===== src/rtl/vga_timing_pkg.sv =====
// Shared 1024x768@60 raster constants and the lock-qualification FSM state type.
package vga_timing_pkg;

  localparam int unsigned XGA_H_ACTIVE = 1024;
  localparam int unsigned XGA_H_FP     = 24;
  localparam int unsigned XGA_H_SYNC   = 136;
  localparam int unsigned XGA_H_BP     = 160;
  localparam int unsigned XGA_H_TOTAL  = XGA_H_ACTIVE + XGA_H_FP + XGA_H_SYNC + XGA_H_BP;

  localparam int unsigned XGA_V_ACTIVE = 768;
  localparam int unsigned XGA_V_FP     = 3;
  localparam int unsigned XGA_V_SYNC   = 6;
  localparam int unsigned XGA_V_BP     = 29;
  localparam int unsigned XGA_V_TOTAL  = XGA_V_ACTIVE + XGA_V_FP + XGA_V_SYNC + XGA_V_BP;

  localparam int unsigned XGA_HW        = 11;
  localparam int unsigned XGA_VW        = 10;
  localparam int unsigned XGA_LOCK_WAIT = 1024;

  typedef enum logic {
    WAIT_LOCK = 1'b0,
    RUN       = 1'b1
  } state_e;

endpackage


===== src/rtl/vga_timing_gen_if.sv =====
// Registered raster outputs of the timing generator, grouped for downstream video logic.
interface vga_timing_gen_if #(
  parameter int unsigned HW = 11,
  parameter int unsigned VW = 10
);
  logic          hsync;
  logic          vsync;
  logic          de;
  logic [HW-1:0] x;
  logic [VW-1:0] y;
  logic          line_start;
  logic          frame_start;
  logic          running;

  modport master (
    output hsync, vsync, de, x, y, line_start, frame_start, running
  );

  modport slave (
    input hsync, vsync, de, x, y, line_start, frame_start, running
  );
endinterface


===== src/rtl/lock_filter.sv =====
// Synchronizes PLL lock and only declares RUN once it has been stable for LOCK_WAIT cycles.
module lock_filter
  import vga_timing_pkg::*;
#(
  parameter int unsigned LOCK_WAIT = XGA_LOCK_WAIT
) (
  input  logic clkin,
  input  logic reset,
  input  logic lock,
  output logic running,
  output logic cnt_en
);

  localparam int unsigned CW = (LOCK_WAIT > 1) ? $clog2(LOCK_WAIT) : 1;
  localparam logic [CW-1:0] CNT_LAST = CW'(LOCK_WAIT - 1);

  logic          lock_meta_q, lock_s_q;
  state_e        state_q, state_d;
  logic [CW-1:0] cnt_q, cnt_d;

  always_comb begin
    state_d = state_q;
    cnt_d   = cnt_q;
    case (state_q)
      WAIT_LOCK: begin
        if (!lock_s_q) begin
          cnt_d = '0;
        end else if (cnt_q == CNT_LAST) begin
          state_d = RUN;
          cnt_d   = '0;
        end else begin
          cnt_d = cnt_q + 1'b1;
        end
      end
      RUN: begin
        if (!lock_s_q) begin
          state_d = WAIT_LOCK;
          cnt_d   = '0;
        end
      end
      default: state_d = WAIT_LOCK;
    endcase
  end

  always_ff @(posedge clkin) begin
    if (reset) begin
      lock_meta_q <= 1'b0;
      lock_s_q    <= 1'b0;
      state_q     <= WAIT_LOCK;
      cnt_q       <= '0;
    end else begin
      lock_meta_q <= lock;
      lock_s_q    <= lock_meta_q;
      state_q     <= state_d;
      cnt_q       <= cnt_d;
    end
  end

  assign running = (state_q == RUN);
  // Counters advance only while RUN persists into the next cycle, so an exit clears them.
  assign cnt_en  = running & lock_s_q;

endmodule


===== src/rtl/vga_timing_gen.sv =====
// Raster counters, sync/DE decode and registered outputs, gated by the lock filter.
module vga_timing_gen
  import vga_timing_pkg::*;
#(
  parameter int unsigned H_ACTIVE  = XGA_H_ACTIVE,
  parameter int unsigned H_FP      = XGA_H_FP,
  parameter int unsigned H_SYNC    = XGA_H_SYNC,
  parameter int unsigned H_BP      = XGA_H_BP,
  parameter int unsigned V_ACTIVE  = XGA_V_ACTIVE,
  parameter int unsigned V_FP      = XGA_V_FP,
  parameter int unsigned V_SYNC    = XGA_V_SYNC,
  parameter int unsigned V_BP      = XGA_V_BP,
  parameter int unsigned HW        = XGA_HW,
  parameter int unsigned VW        = XGA_VW,
  parameter int unsigned LOCK_WAIT = XGA_LOCK_WAIT
) (
  input logic              clkin,
  input logic              reset,
  input logic              lock,
  vga_timing_gen_if.master vid
);

  localparam int unsigned H_TOTAL = H_ACTIVE + H_FP + H_SYNC + H_BP;
  localparam int unsigned V_TOTAL = V_ACTIVE + V_FP + V_SYNC + V_BP;

  if ((64'd1 << HW) < 64'(H_TOTAL)) begin : g_bad_hw
    $error("HW too narrow to hold H_TOTAL-1");
  end
  if ((64'd1 << VW) < 64'(V_TOTAL)) begin : g_bad_vw
    $error("VW too narrow to hold V_TOTAL-1");
  end

  localparam logic [HW-1:0] H_LAST     = HW'(H_TOTAL - 1);
  localparam logic [HW-1:0] H_DE_END   = HW'(H_ACTIVE);
  localparam logic [HW-1:0] H_SYNC_BEG = HW'(H_ACTIVE + H_FP);
  localparam logic [HW-1:0] H_SYNC_END = HW'(H_ACTIVE + H_FP + H_SYNC);
  localparam logic [VW-1:0] V_LAST     = VW'(V_TOTAL - 1);
  localparam logic [VW-1:0] V_DE_END   = VW'(V_ACTIVE);
  localparam logic [VW-1:0] V_SYNC_BEG = VW'(V_ACTIVE + V_FP);
  localparam logic [VW-1:0] V_SYNC_END = VW'(V_ACTIVE + V_FP + V_SYNC);

  logic          running, cnt_en;
  logic [HW-1:0] h_q, h_d;
  logic [VW-1:0] v_q, v_d;
  logic          de_c, hs_act, vs_act;
  logic          hsync_q, vsync_q, de_q, line_start_q, frame_start_q;
  logic [HW-1:0] x_q;
  logic [VW-1:0] y_q;

  lock_filter #(
    .LOCK_WAIT (LOCK_WAIT)
  ) u_lock_filter (
    .clkin   (clkin),
    .reset   (reset),
    .lock    (lock),
    .running (running),
    .cnt_en  (cnt_en)
  );

  always_comb begin
    h_d = '0;
    v_d = '0;
    if (cnt_en) begin
      if (h_q == H_LAST) begin
        h_d = '0;
        v_d = (v_q == V_LAST) ? '0 : v_q + 1'b1;
      end else begin
        h_d = h_q + 1'b1;
        v_d = v_q;
      end
    end
  end

  always_ff @(posedge clkin) begin
    if (reset) begin
      h_q <= '0;
      v_q <= '0;
    end else begin
      h_q <= h_d;
      v_q <= v_d;
    end
  end

  assign de_c   = (h_q < H_DE_END) && (v_q < V_DE_END);
  assign hs_act = (h_q >= H_SYNC_BEG) && (h_q < H_SYNC_END);
  assign vs_act = (v_q >= V_SYNC_BEG) && (v_q < V_SYNC_END);

  // Outputs lag the counters by one cycle; outside RUN they load idle values.
  always_ff @(posedge clkin) begin
    if (reset || !running) begin
      hsync_q       <= 1'b1;
      vsync_q       <= 1'b1;
      de_q          <= 1'b0;
      x_q           <= '0;
      y_q           <= '0;
      line_start_q  <= 1'b0;
      frame_start_q <= 1'b0;
    end else begin
      hsync_q       <= ~hs_act;
      vsync_q       <= ~vs_act;
      de_q          <= de_c;
      x_q           <= de_c ? h_q : '0;
      y_q           <= de_c ? v_q : '0;
      line_start_q  <= (h_q == '0);
      frame_start_q <= (h_q == '0) && (v_q == '0);
    end
  end

  assign vid.hsync       = hsync_q;
  assign vid.vsync       = vsync_q;
  assign vid.de          = de_q;
  assign vid.x           = x_q;
  assign vid.y           = y_q;
  assign vid.line_start  = line_start_q;
  assign vid.frame_start = frame_start_q;
  assign vid.running     = running;

endmodule


===== src/flat_wrapper.sv =====
// flat-port wrapper written by rule: the top's interface ports become plain ports
module vga_timing_gen_flat import vga_timing_pkg::*;
#(
  parameter int unsigned H_ACTIVE  = XGA_H_ACTIVE,
  parameter int unsigned H_FP      = XGA_H_FP,
  parameter int unsigned H_SYNC    = XGA_H_SYNC,
  parameter int unsigned H_BP      = XGA_H_BP,
  parameter int unsigned V_ACTIVE  = XGA_V_ACTIVE,
  parameter int unsigned V_FP      = XGA_V_FP,
  parameter int unsigned V_SYNC    = XGA_V_SYNC,
  parameter int unsigned V_BP      = XGA_V_BP,
  parameter int unsigned HW        = XGA_HW,
  parameter int unsigned VW        = XGA_VW,
  parameter int unsigned LOCK_WAIT = XGA_LOCK_WAIT
)
  (clkin, reset, lock, vid_hsync, vid_vsync, vid_de, vid_x, vid_y, vid_line_start, vid_frame_start, vid_running);
  vga_timing_gen_if #(.HW(HW), .VW(VW)) vid_i ();
  input logic clkin;
  input logic reset;
  input logic lock;
  output wire logic [$bits(vid_i.hsync)-1:0] vid_hsync;
  output wire logic [$bits(vid_i.vsync)-1:0] vid_vsync;
  output wire logic [$bits(vid_i.de)-1:0] vid_de;
  output wire logic [$bits(vid_i.x)-1:0] vid_x;
  output wire logic [$bits(vid_i.y)-1:0] vid_y;
  output wire logic [$bits(vid_i.line_start)-1:0] vid_line_start;
  output wire logic [$bits(vid_i.frame_start)-1:0] vid_frame_start;
  output wire logic [$bits(vid_i.running)-1:0] vid_running;
  assign vid_hsync = vid_i.hsync;
  assign vid_vsync = vid_i.vsync;
  assign vid_de = vid_i.de;
  assign vid_x = vid_i.x;
  assign vid_y = vid_i.y;
  assign vid_line_start = vid_i.line_start;
  assign vid_frame_start = vid_i.frame_start;
  assign vid_running = vid_i.running;
  vga_timing_gen #(.H_ACTIVE(H_ACTIVE), .H_FP(H_FP), .H_SYNC(H_SYNC), .H_BP(H_BP), .V_ACTIVE(V_ACTIVE), .V_FP(V_FP), .V_SYNC(V_SYNC), .V_BP(V_BP), .HW(HW), .VW(VW), .LOCK_WAIT(LOCK_WAIT)) u_core (.clkin(clkin), .reset(reset), .lock(lock), .vid(vid_i));
endmodule

===== config.mk =====
export PLATFORM = sky130hd
export DESIGN_NAME = vga_timing_gen_flat
export DESIGN_NICKNAME = d
export VERILOG_FILES = /design/src/rtl/vga_timing_pkg.sv /design/src/rtl/vga_timing_gen_if.sv /design/src/rtl/lock_filter.sv /design/src/rtl/vga_timing_gen.sv /design/src/flat_wrapper.sv
export SDC_FILE = /design/constraint.sdc
export NUM_CORES = 1
export LEC_CHECK = 0
export BUFFER_PORTS_ARGS = -buffer_cell sky130_fd_sc_hd__buf_2
export CAP_MARGIN = 20
export CORE_MARGIN = 8
export CORE_UTILIZATION = 40
export DETAILED_ROUTE_END_ITERATION = 6
export HOLD_SLACK_MARGIN = 0.08
export PLACE_DENSITY = 0.66
export SLEW_MARGIN = 20
export SYNTH_ARGS = -nofsm -noshare
export SYNTH_HDL_FRONTEND = slang
export SYNTH_HIERARCHICAL = 1
export SYNTH_SLANG_ARGS = --single-unit

===== constraint.sdc =====
create_clock -name clkin -period 3.09 [get_ports clkin]
set_input_delay 0.4635 -clock clkin [delete_from_list [all_inputs] [get_ports clkin]]
set_output_delay 0.4635 -clock clkin [all_outputs]
set_load 0.02 [all_outputs]

# == Word-level counts from Yosys, hierarchy flattened ==
# Cells that the tools add are included.
# totals
regBits,60
in_bits,3
output_inout_bits,27
elab_cells,52
# op_classes
n_addsub,3
n_lt_le_gt_ge,6
n_eq_ne,4
n_mux,9
n_bitwise,6
reduce_logical,11
# ops
operator,count
10-bit 2-to-1 mux,4
"11-bit less-than comparator, second input constant",2
"10-bit by 1-bit adder with 10-bit output, second input constant",2
"10-bit equality test, second input constant",2
"10-bit less-than comparator, second input constant",2
10-bit case mux with 2 select lines,1
"11-bit by 1-bit adder with 11-bit output, second input constant",1
"11-bit equality test, second input constant",1
"11-bit >= comparator, second input constant",1
11-bit logical NOT,1
"10-bit >= comparator, second input constant",1
10-bit logical NOT,1
1-bit NOT,5
1-bit logical AND,4
2-bit OR reduction,2
1-bit 2-to-1 mux,3
3-bit OR reduction,1
"2-bit != test, second input constant",1
1-bit case mux with 2 select lines,1
1-bit bitwise AND,1
1-bit logical NOT,1
1-bit logical OR,1

# == Logic depth before layout (Yosys ltp) ==
# depth
ltp_word,4
ltp_mapped,6
depth_no_buf,6

# == Modules after synthesis ==
# Netlist, hierarchy kept.
# by_module_without_submodules
module,n_inst,cells_each,area_each_um2,seq_area_each_um2
vga_timing_gen,1,192,1813.0,940.9
lock_filter,1,69,613.1,260.2

# == Worst setup path before layout ==
# OpenSTA, ideal clock, no wires.
# synth_path
kind,reg-to-reg
from,register u_core.h_q[6]
to,register u_core.v_q[2]
setup_ns,0.070
arrival_time_ns,1.914
t_required_ns,3.020
slack_ns,1.106
stages_incl_launch_ff,7
path_buffers,2
synth_period_minus_slack_ns,1.984
path_cell_list,dfxtp_1 buf_6 or4b_4 or4_1 buf_2 or3_1 a21oi_1
# synth_via
elab_chain_len,1
# synth_lines
item,line_no,source
start: declaration,vga_timing_gen.sv:43,"logic [HW-1:0] h_q, h_d;"
start signal: assignment,vga_timing_gen.sv:76,h_q <= '0;
start signal: assignment,vga_timing_gen.sv:79,h_q <= h_d;
11-bit equality test,vga_timing_gen.sv:64,if (h_q == H_LAST) begin
end signal: assignment,vga_timing_gen.sv:80,v_q <= v_d;
end: declaration,vga_timing_gen.sv:44,"logic [VW-1:0] v_q, v_d;"
# No other way between the ends.
# A chain may end at the register's enable or synchronous reset.

# == Worst setup path after layout ==
# layout_path
from,register u_core.h_q[0]
to,register u_core.v_q[0]
# The elaborated chain is that of the path after synthesis.

==> summary.md <==
| Metric | Value |
|---|---|
| Status | `completed` |
| M3 GR Usage | `4.48%` |
| Area of the multi-input gates | `1140 um^2` |
| CTS Buf Count | `9` |
| R2R depth | `5` |
| Layout fillers | `563` |
| Switch share | `20.1%` |
| CP endpoint kind | `register` |
| Fin crit share | `69.9%` |
| First-pass GRT wire length | `7990 um` |
| Share of cells above drive strength 1 | `17.6%` |
| Slowest CP cell | `or4_1` |
| Worst-margin pin slew | `0.539 ns` |
| Vias | `1856` |
| Clock Sinks | `60` |
| Post-cts sizing count | `0` |
| R2r setup slk | `0.93 ns` |
| Slew Limit Fails | `0` |
| CP max FO | `8` |
| Power per cell area | `518 nW/um^2` |
| Minimum clock period after layout | `2.16 ns` |
| Clk_skew | `0.00941 ns` |
| First-pass DRT Iterations | `4` |
| Setup CP Type | `register to register` |
| Row count | `28` |
| Arrival @ worst endpoint | `2.37 ns` |
| Largest net degree at the start of global routing | `22` |
| CTS tree | `yes` |
| Yosys warns | `6` |
| Initial core utilization | `41.2%` |
| Hold_buf cts | `0` |
| Seq. cell area | `1200 um^2` |
| Met1 GRT Util | `13.2%` |
| Gr ovfl total | `0` |
| Worst Hold End | `u_core/u_lock_filter/lock_meta_q` |
| Die ar. | `8810 um^2` |
| Clock-pin slew on the worst setup and hold paths | `0.06 ns` |
| Vias per cell | `5.02` |
| Hold Crit Class | `input pin to register` |
| Post-Synthesis Cells | `261` |
| Synth unique cells | `42` |
| Clk_lat worst skew | `0.33 ns` |
| GRT Total Usage | `11.5%` |
| Leakage power | `0.00107 uW` |
| Crit path required time | `3.30 ns` |
| Synthesized area per cell | `9.30 um^2` |
| DP Area | `2620 um^2` |
| Max-cap violation count | `0` |
| Seq cells post-synth | `60` |
| Vias in the first global route | `1745` |
| DR iter-0 viols | `94` |
| Core area | `5890 um^2` |
| Fmax | `0.463 GHz` |
| Final GP Congestion | `0.799` |
| Final wirelength | `4700 um` |
| Top Ports | `30` |
| Int Power | `1160 uW` |
| Initial antenna violation count | `0` |
| Final Setup Violations | `0` |
| Crit path cell chain | `ha_1, nand3_1, or4_1, o21ai_2, nor2_1` |
| Power share of the sequential group | `53.3%` |
| Hold_ws | `0.343 ns` |
| Maximum vdd drop | `0.237 mV` |
| Clock Path Buffers | `2` |
| Final nets | `301` |
| GR peak layer | `met2` |
| Post-route cell area | `2810 um^2` |
| CP max stage delay | `0.73 ns` |
| Critical R2R Launch | `u_core/h_q[0]` |
| Fin. Hold Viols | `0` |
| Buf+Inv Stages, Crit Path | `0` |
| Die height | `93.9 um` |
| H-tree depth | `3` |
| Post-DP HPWL | `3300 um` |
| R2r endpoint | `u_core/v_q[0]` |
| Met2 Use GR | `17.8%` |
| Post-CTS Setup Bufs | `0` |
| Top Family by Delay on Critical Path | `simple AND/OR/NAND/NOR gates` |
| Die X | `93.9 um` |
| Root Buffer | `clkbuf_8` |
| Routed Antenna Nets | `0` |
| Relative slew slack | `63.8%` |
| Hold Path Stages | `2` |
| DRC | `0` |
| Combinational power share | `0.5%` |
| Mapped Area | `2430 um^2` |
| Post-route setup TNS | `0 ns` |
| WL/cell | `12.7 um` |
| Util after Layout | `47.8%` |
| Hold path start | `lock` |
| Clk network pwr share | `46.2%` |
| Area delta synth->final | `15.9%` |
| Syn Nets | `271` |
| Startpoint types | `register` |
| Unrepaired setup endpoints after global routing | `no` |
| Sequential-to-total area share from yosys stat | `49.5%` |
| Ant diodes | `0` |
| Psw | `293 uW` |
| Count of input and output buffers | `29` |
==> per-stage QoR <==
| stage | setup slack (ns) | std cells | power, uW |
|---|---|---|---|
| floorplan | 1.11 | 261 | 799 |
| global placement | 0.995 | 355 | 802 |
| detailed placement | 0.937 | 355 | 802 |
| CTS | 0.932 | 370 | 1490 |
| global route | 0.795 | 370 | 1520 |
| finish | 0.930 | 370 | 1460 |
==> area by class of cell <==
class	count	share of cell area (%)
well taps	75	3.34
repair buffers	30	5.43
clock inverters	5	1.87
clock buffers	10	4.90
inverters	10	1.34
flip-flops and latches	60	42.7
multi-input cells	180	40.4
==> metal layers <==
layer / vias to the layer above / part of all wire, %
met1: 854 / 47
met2: 36 / 44
met5: - / 0
li1: 960 / -
met4: 0 / 1.3
met3: 6 / 7.1
==> logic make-up (layout without fill, tap and decap cells) <==
group | count (synthesis) | after routing | synth area share (%)
AO/OA/AOI/OAI | 36 | 36 | 9.08
XOR/XNOR | 12 | 12 | 4.33
adder cells (fa/ha/maj) | 7 | 7 | 3.61
buffers and inverters | 21 | 55 | 3.66
flip-flops | 60 | 60 | 49.5
multiplexers | 2 | 2 | 0.825
other | 1 | 1 | 0.155
AND/OR/NAND/NOR | 122 | 122 | 28.8
==> flip-flops by register name (all words and copies together) (netlist names), 10 cells and up <==
signal,cells
u_core/vid.y,10
u_core/h_q,11
u_core/v_q,10
u_core/vid.x,11
u_core/u_lock_filter/cnt_q,10
==> power by group through the flow <==
stage	clock, uW	sequential [uW]	combinational, uW
6_report	673	777	7.75
5_1_grt	738	777	8.91
4_1_cts	702	777	7.85
3_5_place_dp	0	794	7.84
3_3_place_gp	0	794	7.73
2_1_floorplan	0	795	3.65
==> how the worst max path moves through the flow <==
stage,depth (start not counted),endpoint,slack [ns],startpoint
after floorplan,6,u_core/v_q[2],1.11,u_core/h_q[6]
after global placement,5,u_core/v_q[3],1.0,u_core/h_q[0]
after detailed placement,5,u_core/v_q[3],0.94,u_core/h_q[0]
after CTS,5,u_core/v_q[0],0.93,u_core/h_q[0]
after global routing,5,u_core/v_q[9],0.79,u_core/h_q[0]
final,5,u_core/v_q[0],0.93,u_core/h_q[0]
==> Yosys cell counts <==
cell	n	area [um^2]
dfxtp_1	60	1200
and2_1	21	131
nor2_1	21	78.8
nand2_1	18	67.6
o21ai_0	12	60.1
a21oi_1	11	55.1
nand3_1	11	55.1
inv_1	10	37.5
or3_1	9	56.3
xnor2_1	9	78.8
clkbuf_1	8	30.0
nor3_1	8	40.0
ha_1	7	87.6
nor2b_1	5	31.3
o31ai_1	5	37.5
nand4b_1	4	35.0
nor4_1	4	25.0
or4_1	4	30.0
and3_1	3	18.8
xor2_1	3	26.3
and4_1	2	17.5
buf_2	2	10.0
mux2i_1	2	20.0
nand2b_1	2	12.5
nand4_1	2	12.5
o21a_1	2	15.0
buf_6	1	11.3
conb_1	1	3.75
nand4_2	1	12.5
nand4b_2	1	15.0
nand4bb_1	1	11.3
nor3b_1	1	7.51
o21ai_2	1	8.76
o22ai_1	1	6.26
o311ai_0	1	8.76
o31a_1	1	8.76
o32ai_1	1	8.76
o41a_1	1	11.3
or2_2	1	6.26
or4_4	1	11.3
or4b_2	1	10.0
or4b_4	1	13.8
==> layout by cell type (no fill, tap or decap), drive strengths merged, types with 2 or more instances in the layout <==
cell type,synthesis,layout
nor2,21,21
nand2b,2,2
clkbuf,8,10
nor3,8,8
o21a,2,2
nand4,3,3
dfxtp,60,60
mux2i,2,2
and4,2,2
o21ai,13,13
ha,7,7
nor2b,5,5
a21oi,11,11
xnor2,9,9
clkinv,0,3
nand3,11,11
buf,3,30
and2,21,21
nor4,4,4
o31ai,5,5
nand2,18,18
inv,10,10
xor2,3,3
nand4b,5,5
or4b,2,2
and3,3,3
or3,9,9
or4,5,5
Power figures use the tool's default switching activity.
